--- config.mk ---
export PLATFORM = sky130hd
export DESIGN_NAME = cacheline_adaptor
export DESIGN_NICKNAME = d
export VERILOG_FILES = /design/src/rtl/cacheline_adaptor.sv
export SDC_FILE = /design/constraint.sdc
export NUM_CORES = 1
export LEC_CHECK = 0
export BUFFER_PORTS_ARGS = -buffer_cell sky130_fd_sc_hd__clkbuf_2
export CORE_UTILIZATION = 28
export DETAILED_ROUTE_END_ITERATION = 8
export PLACE_DENSITY = 0.59
export SKIP_CTS_REPAIR_TIMING = 1
export SLEW_MARGIN = 20
export SYNTH_ARGS = -nofsm -noshare
export SYNTH_HDL_FRONTEND = slang
export SYNTH_SLANG_ARGS = --single-unit
--- constraint.sdc ---
create_clock -name clk -period 5.1 [get_ports clk]
set_input_delay 1.02 -clock clk [delete_from_list [all_inputs] [get_ports clk]]
set_output_delay 1.02 -clock clk [all_outputs]
set_load 0.02 [all_outputs]
--- src/rtl/cacheline_adaptor.sv ---
// rtl/cacheline_adaptor.sv - 256-bit line port to 4 x 64-bit burst memory adaptor
// Latches one line request in IDLE, runs a 4-beat burst, then pulses pmem_resp in DONE.

module cacheline_adaptor (
   input  logic         clk,
   input  logic         rst,

   input  logic         pmem_read,
   input  logic         pmem_write,
   input  logic [31:0]  pmem_address,
   input  logic [255:0] pmem_wdata,
   output logic [255:0] pmem_rdata,
   output logic         pmem_resp,

   output logic [31:0]  bmem_address,
   output logic         bmem_read,
   output logic         bmem_write,
   output logic [63:0]  bmem_wdata,
   input  logic [63:0]  bmem_rdata,
   input  logic         bmem_resp
);

   typedef enum logic [1:0] {
      ST_IDLE  = 2'd0,
      ST_READ  = 2'd1,
      ST_WRITE = 2'd2,
      ST_DONE  = 2'd3
   } state_t;

   state_t        r_state;
   state_t        w_next;
   logic [1:0]    r_cnt;
   logic [26:0]   r_addr;
   logic [255:0]  r_wline;
   logic [255:0]  r_rline;

   logic          w_start_wr;
   logic          w_start_rd;
   logic          w_beat;
   logic [7:0]    w_beat_lsb;
   logic          w_unused_addr_lsbs;

   // Line offset bits never reach the burst side; the burst always starts at beat 0.
   assign w_unused_addr_lsbs = ^pmem_address[4:0];
   assign w_beat_lsb         = {r_cnt, 6'b0};
   assign pmem_rdata         = r_rline;

   always_ff @(posedge clk) begin
      if (rst) begin
         r_state <= ST_IDLE;
      end else begin
         r_state <= w_next;
      end
   end

   always_comb begin
      w_next       = r_state;
      w_start_wr   = 1'b0;
      w_start_rd   = 1'b0;
      w_beat       = 1'b0;
      pmem_resp    = 1'b0;
      bmem_read    = 1'b0;
      bmem_write   = 1'b0;
      bmem_address = 32'h0;
      bmem_wdata   = 64'h0;
      case (r_state)
         ST_IDLE: begin
            if (pmem_write) begin
               w_start_wr = 1'b1;
               w_next     = ST_WRITE;
            end else if (pmem_read) begin
               w_start_rd = 1'b1;
               w_next     = ST_READ;
            end
         end
         ST_READ: begin
            bmem_read    = 1'b1;
            bmem_address = {r_addr, 5'b0};
            if (bmem_resp) begin
               w_beat = 1'b1;
               if (r_cnt == 2'd3) begin
                  w_next = ST_DONE;
               end
            end
         end
         ST_WRITE: begin
            bmem_write   = 1'b1;
            bmem_address = {r_addr, 5'b0};
            bmem_wdata   = r_wline[w_beat_lsb +: 64];
            if (bmem_resp) begin
               w_beat = 1'b1;
               if (r_cnt == 2'd3) begin
                  w_next = ST_DONE;
               end
            end
         end
         ST_DONE: begin
            pmem_resp = 1'b1;
            w_next    = ST_IDLE;
         end
         default: begin
            w_next = ST_IDLE;
         end
      endcase
   end

   // The counter wraps 3->0 on the final beat, which is also the DONE transition.
   always_ff @(posedge clk) begin
      if (rst) begin
         r_cnt   <= 2'd0;
         r_addr  <= 27'h0;
         r_wline <= 256'h0;
         r_rline <= 256'h0;
      end else begin
         if (w_start_wr || w_start_rd) begin
            r_addr <= pmem_address[31:5];
            r_cnt  <= 2'd0;
         end
         if (w_start_wr) begin
            r_wline <= pmem_wdata;
         end
         if (w_beat) begin
            r_cnt <= r_cnt + 2'd1;
            if (r_state == ST_READ) begin
               r_rline[w_beat_lsb +: 64] <= bmem_rdata;
            end
         end
      end
   end

   a_no_dual_req: assert property (@(posedge clk) !(bmem_read && bmem_write));
   a_resp_single: assert property (@(posedge clk) disable iff (rst) pmem_resp |=> !pmem_resp);
   a_done_cnt:    assert property (@(posedge clk) disable iff (rst) (r_state == ST_DONE) |-> (r_cnt == 2'd0));

endmodule

==> results of run 1 <==
state kept, by name, summed over array words and instances, names as in the netlist:
signal      flops
r_state         2
pmem_rdata    256
r_wline       256
r_addr         27
r_cnt           2
worst max-delay path, cell delays in order, from the launching register on:
cell      delay (ns)
dfxtp_4         0.97
buf_12          0.38
mux4_2          0.59
and2_1          0.18
clkbuf_2        0.16
worst max-delay path by stage:
stage	end	slack, ns	depth (start not counted)
final	bmem_wdata[29]	1.10	4
after global routing	bmem_wdata[23]	0.88	4
after CTS	bmem_wdata[23]	0.98	4
after detailed placement	bmem_wdata[29]	1.68	4
after global placement	bmem_wdata[23]	1.63	4
after floorplan	bmem_wdata[10]	2.48	4
cells in the final DEF (no fill, tap or decap), drive strengths merged, types with 4 or more instances in the layout:
| cell | instances |
|---|---|
| ha | 12 |
| mux4 | 64 |
| nand2 | 762 |
| buf | 26 |
| bufinv | 6 |
| nand4 | 4 |
| conb | 5 |
| a21oi | 478 |
| nand3 | 196 |
| and2 | 92 |
| inv | 7 |
| a32o | 64 |
| clkbuf | 777 |
| dfxtp | 543 |
| diode | 9 |
| clkinv | 22 |
through the flow:
stage,cells,util
5_1_grt,4057,0.366
4_1_cts,4049,0.365
3_5_place_dp,3940,0.338
2_1_floorplan,2473,-
6_report,4058,0.366
3_3_place_gp,3940,0.338
cells in the mapped netlist (3+ instances only):
cell type,count
nand2_1,762
dfxtp_1,543
a21oi_1,478
nand3_1,195
clkbuf_1,136
and2_1,92
a32o_1,64
mux4_2,64
buf_2,44
buf_1,28
buf_6,13
ha_1,12
buf_4,7
inv_1,5
nand4_1,4
and3_1,3
nand2b_1,3
o21ai_0,3
per-layer routing:
layer  wire length (um)  vias up  part of all wire  GRT usage
li1                   -     9517                 -          -
met3               6680      150             0.083     0.0587
met5                 75        -           0.00094          0
met4               3240       10             0.040     0.0865
met2              38700      779              0.48      0.341
met1              31300     9418              0.39      0.231
cell families (layout without fill, tap and decap cells):
family / count (synthesis) / count (layout)
multiplexers: 64 / 64
adder cells (fa/ha/maj): 12 / 12
flip-flops: 543 / 543
AO/OA/AOI/OAI: 549 / 549
other: 1 / 14
buffers and inverters: 233 / 840
AND/OR/NAND/NOR: 1067 / 1067
power by group through the flow:
| stage | clock, mW | sequential [mW] | combinational (mW) |
|---|---|---|---|
| floorplan | 0 | 5.02 | 1.80 |
| global placement | 0 | 5.11 | 2.64 |
| detailed placement | 0 | 5.12 | 2.66 |
| CTS | 4.55 | 5.03 | 2.67 |
| global route | 4.73 | 5.08 | 2.90 |
| finish | 4.46 | 5.02 | 2.63 |
layout make-up:
cell class | instances | area, um^2
sequential | 543 | 10900
antenna | 9 | 22.5
tap | 969 | 1210
fill | 7851 | 47300
clock buffer | 77 | 1660
clock inverter | 32 | 377
timing repair buffer | 726 | 3770
multi-input combinational | 1697 | 9340
inverter | 5 | 18.8
==> impl_metrics.toml, run 1 <==
[timing]
clock.fmax_ghz = 0.250
slew_headroom = 0.187
rsz0062_at_grt = "false"
worst_pin_slew_ns = 1.22
hold_violations = 0
setup_tns_ns = 0
whs_ns = 0.448
maxSlewViolCount = 0
setup_ws_ns = 1.10
min_period_ns = 4.00
setup_viol = 0
fin_worst_skew_ns = 0.0590
min_period_over_period = 0.784

[run]
cap_violations = 0

[cells_and_area]
drive_above_1_share = 0.295
syn_to_final_growth_pct = 28.8
nets = 3401
fin_area_um2 = 27300

[route]
dr.first_iter.drc_count = 1184
vias_per_cell = 4.90
drt_pass1_iterations = 5
ant_nets = 0
routed-via-count = 19874
drc = 0
drt-wirelength-per-cell_um = 19.7
routed_wl_um = 80000

[floorplanning]
top_level_ports = 712
core_area_um2 = 74600
die_y_um = 277
dieArea_um2 = 76700
initial_core_util = 0.284
die_width_um = 277
fp-row-count = 100

[worst_setup_path]
worst_r2r_endpoint = "pmem_rdata[136]"
reg2reg_slack_ns = 1.73
path_class = "reg -> out"
cp-start-kind = "flop"
timing.rr.start = "r_cnt[0]"
cp.required_ns = 4.08
worstPathMaxFanout = 41
cp-startpoint = "r_cnt[0]"
cp_data_arrival_time_ns = 2.98
ff2ff_path_depth = 6
cp-end-kind = "output pin"

[synthesis]
netlist_instances = 2469
synth-xor-area-share = 0
synth_area_leaders = "dfxtp_1, nand2_1, a21oi_1"
synth-async-reset-ratio = 0
syn_avg_cell_area_um2 = 8.57
synth_top_area_share = 0.513
muxShareOfSynthArea = 0.0681
ys_seq_elements = 543
synth_top_family_by_area = "simple AND/OR/NAND/NOR gates"
syn_area_um2 = 21200
synth_adder_area_share = 0.00709
yosys.area.top_type = "dfxtp_1"
synth-compound-area-share = 0.146
yosysSeqAreaShare = 0.513
post_synth_and_or_nand_nor_area_fraction = 0.216
synth_flop_cell = "dfxtp_1"
yosysWarnings = 0
synth_edf_count = 0
synth.distinct_cells = 30

[cts]
clk_pin_slew_ns = 0.06
clockBufferDepth = 3
cts_tree = "built"
insertion_delay_ns = 0.64
cts_buffers = 59
cts_num_sinks = 543
root_buffer = "clkbuf_16"
cts.htree.levels = 2

[placed_design]
io_buffers = 701
dp_hpwl_um = 55000
place_area_um2 = 25200
finalWeightedCongestion = 0.830
pre_cts_ws_ns = 1.68

[power]
swShare = 0.320
combPwrFrac = 0.217
total_leakage_power_nw = 11.1
switchingPower_mw = 3.88
power.density_nw_per_um2 = 444
power_mw = 12.1
irDropWorstVdd_v = 0.000371
clkPwrFrac = 0.368
seqPwrFrac = 0.415
internal-power_mw = 8.24

[hold_path]
holdCritStartpoint = "pmem_rdata[111]"
whs_endpoint = "pmem_rdata[111]"
hold_depth = 2
hold_path.class = "reg -> reg"

[grt]
grt_max_degree = 206
grt_pass1_vias = 18947
grt_pass1_wl_um = 120000
overflow = 0
grt_util_all_layers = 0.200
antenna_found_initial = 15

[status]
status = "finished clean"
(Power assumes the default switching activity.)
==> run 2, diff against run 1 <==
- ABC_AREA: default -> 1
- PLACE_DENSITY: 0.59 -> 0.58
- clock period: 5.1 -> 3.9 ns (I/O delays scaled with it)
==> run 2 against run 1 <==
Against the previous run:
- synthesized cell count up 31%
- sequential share of layout area down 2.1 points
- sequential power up 41%
- combinational power up 140%
- non-clock buffer count up 20
- first-iteration DRC count up 35%
- utilization down 0.25 points
- clock skew down 0.040 ns
- count of clock-buffer cells in the layout up 10
- critical endpoint is now bmem_wdata[2]
- via count up 16%
- area after synthesis up 6.5%
==> impl_metrics.toml, run 2 <==
[status]
status = "finished clean"

[timing]
hold_violations = 0
min_period_over_period = 0.914
maxSlewViolCount = 0
clock.fmax_ghz = 0.280
fin_worst_skew_ns = 0.0194
setup_viol = 0
setup_tns_ns = 0
worst_pin_slew_ns = 1.13
setup_ws_ns = 0.334
slew_headroom = 0.238
whs_ns = 0.398
min_period_ns = 3.57
rsz0062_at_grt = "false"

[synthesis]
ys_seq_elements = 543
synth_edf_count = 0
synth.distinct_cells = 20
synth_adder_area_share = 0.00666
yosysWarnings = 0
synth_top_area_share = 0.482
synth-async-reset-ratio = 0
synth.most_common_cell = "nor2_1"
synth-compound-area-share = 0.179
synth-xor-area-share = 0
synth_top_family_by_area = "simple AND/OR/NAND/NOR gates"
post_synth_and_or_nand_nor_area_fraction = 0.250
muxShareOfSynthArea = 0
yosysSeqAreaShare = 0.482
netlist_instances = 3242
synth_flop_cell = "dfxtp_1"
syn_area_um2 = 22500
syn_avg_cell_area_um2 = 6.95
synth_area_leaders = "dfxtp_1, nor2_1, o21ai_0"
netlist_top_cells_count = "nor2_1, nand2_1, dfxtp_1"
yosys.area.top_type = "dfxtp_1"

[cts]
clockBufferDepth = 3
clk_pin_slew_ns = 0.06
cts_tree = "built"
root_buffer = "clkbuf_16"
insertion_delay_ns = 0.63
cts_num_sinks = 543
cts.htree.levels = 2
cts_buffers = 60

[power]
swShare = 0.387
switchingPower_mw = 7.44
power.density_nw_per_um2 = 668
combPwrFrac = 0.329
irDropWorstVdd_v = 0.000496
total_leakage_power_nw = 12.8
clkPwrFrac = 0.301
internal-power_mw = 11.8
power_mw = 19.2
seqPwrFrac = 0.369

[floorplanning]
die_y_um = 286
initial_core_util = 0.284
fp-row-count = 103
die_width_um = 286
dieArea_um2 = 81600
top_level_ports = 712
core_area_um2 = 79300

[run]
cap_violations = 0

[route]
vias_per_cell = 4.68
ant_nets = 0
drc = 0
routed_wl_um = 86600
routed-via-count = 22976
dr.first_iter.drc_count = 1603
drt_pass1_iterations = 5
drt-wirelength-per-cell_um = 17.7

[cells_and_area]
fillers = 8647
fin_area_um2 = 28800
utilization = 0.363
drive_above_1_share = 0.225
syn_to_final_growth_pct = 27.7
nets = 4161
final_cells = 4907
final_cell_mix = "nor2_1, clkbuf_2, nand2_1"
final_common_cell = "nor2_1"

[placed_design]
dpl.cell_count = 4780
dp_hpwl_um = 59000
io_buffers = 701
pre_cts_ws_ns = 0.960
finalWeightedCongestion = 0.903
place_area_um2 = 26700

[worst_setup_path]
cp_common_cell = "nor2_1"
cp.required_ns = 3.12
slowest_stage = "buf_12"
ff2ff_path_depth = 7
cp_cell_sequence = "buf_12 > nor2_1 > nor2_1 > o21ai_0 > a21oi_1 > clkbuf_2"
path_class = "reg -> out"
worstPathMaxFanout = 157
cp-start-kind = "flop"
cp_data_arrival_time_ns = 2.79
cp-end-kind = "output pin"
critPathMaxStageDelay_ns = 0.51

[grt]
antenna_found_initial = 13
grt_max_degree = 189
grt_pass1_vias = 21057
grt_pass1_wl_um = 130000
grt_util_all_layers = 0.203
overflow = 0

[hold_path]
hold_path.class = "in -> reg"
hold_depth = 3
-- run 2: layout make-up --
class,count,area (um^2),area share
clock inverter,26,260,0.00904
timing repair buffer,746,4020,0.139
antenna,14,35.0,0.00122
multi-input combinational,2271,9870,0.343
clock buffer,87,1760,0.0610
tap,1050,1310,0.0456
sequential,543,10900,0.378
inverter,170,653,0.0227
-- run 2: worst paths after layout --
kind | startpoint | to | slack (ns)
setup / recovery | r_cnt[0] | bmem_wdata[2] | 0.33
hold / removal | pmem_wdata[38] | r_wline[38] | 0.40
setup reg to reg | r_cnt[1] | pmem_rdata[130] | 1.23
hold reg to reg | r_wline[106] | r_wline[106] | 0.45
-- run 2: logic make-up after synthesis --
group / after synthesis
simple gates: 1449
compound gates: 805
flops: 543
buf+inv: 432
fa+ha+maj: 12
other cells: 1
-- run 2: critical path, delay by kind of cell, from the launching register on --
family	cells	cell delay, ns
compound gates	2	0.75
buf+inv	2	0.71
flops	1	0.38
simple gates	2	0.21
-- run 2: per-layer routing --
metal  vias to the layer above  wire length [um]  GRT usage
met5                         -                 0          0
met4                         0              3200     0.0806
met3                       156              5730     0.0404
met2                       759             40500      0.328
met1                     10576             37300      0.265
li1                      11485                 -          -
-- run 2: power groups by stage --
stage | clock network (mW) | logic (mW) | registers (mW)
final | 5.80 | 6.33 | 7.10
after global routing | 6.17 | 7.11 | 7.23
after CTS | 5.92 | 6.37 | 7.10
after detailed placement | 0 | 6.34 | 7.22
after global placement | 0 | 6.32 | 7.19
after floorplan | 0 | 4.22 | 7.29
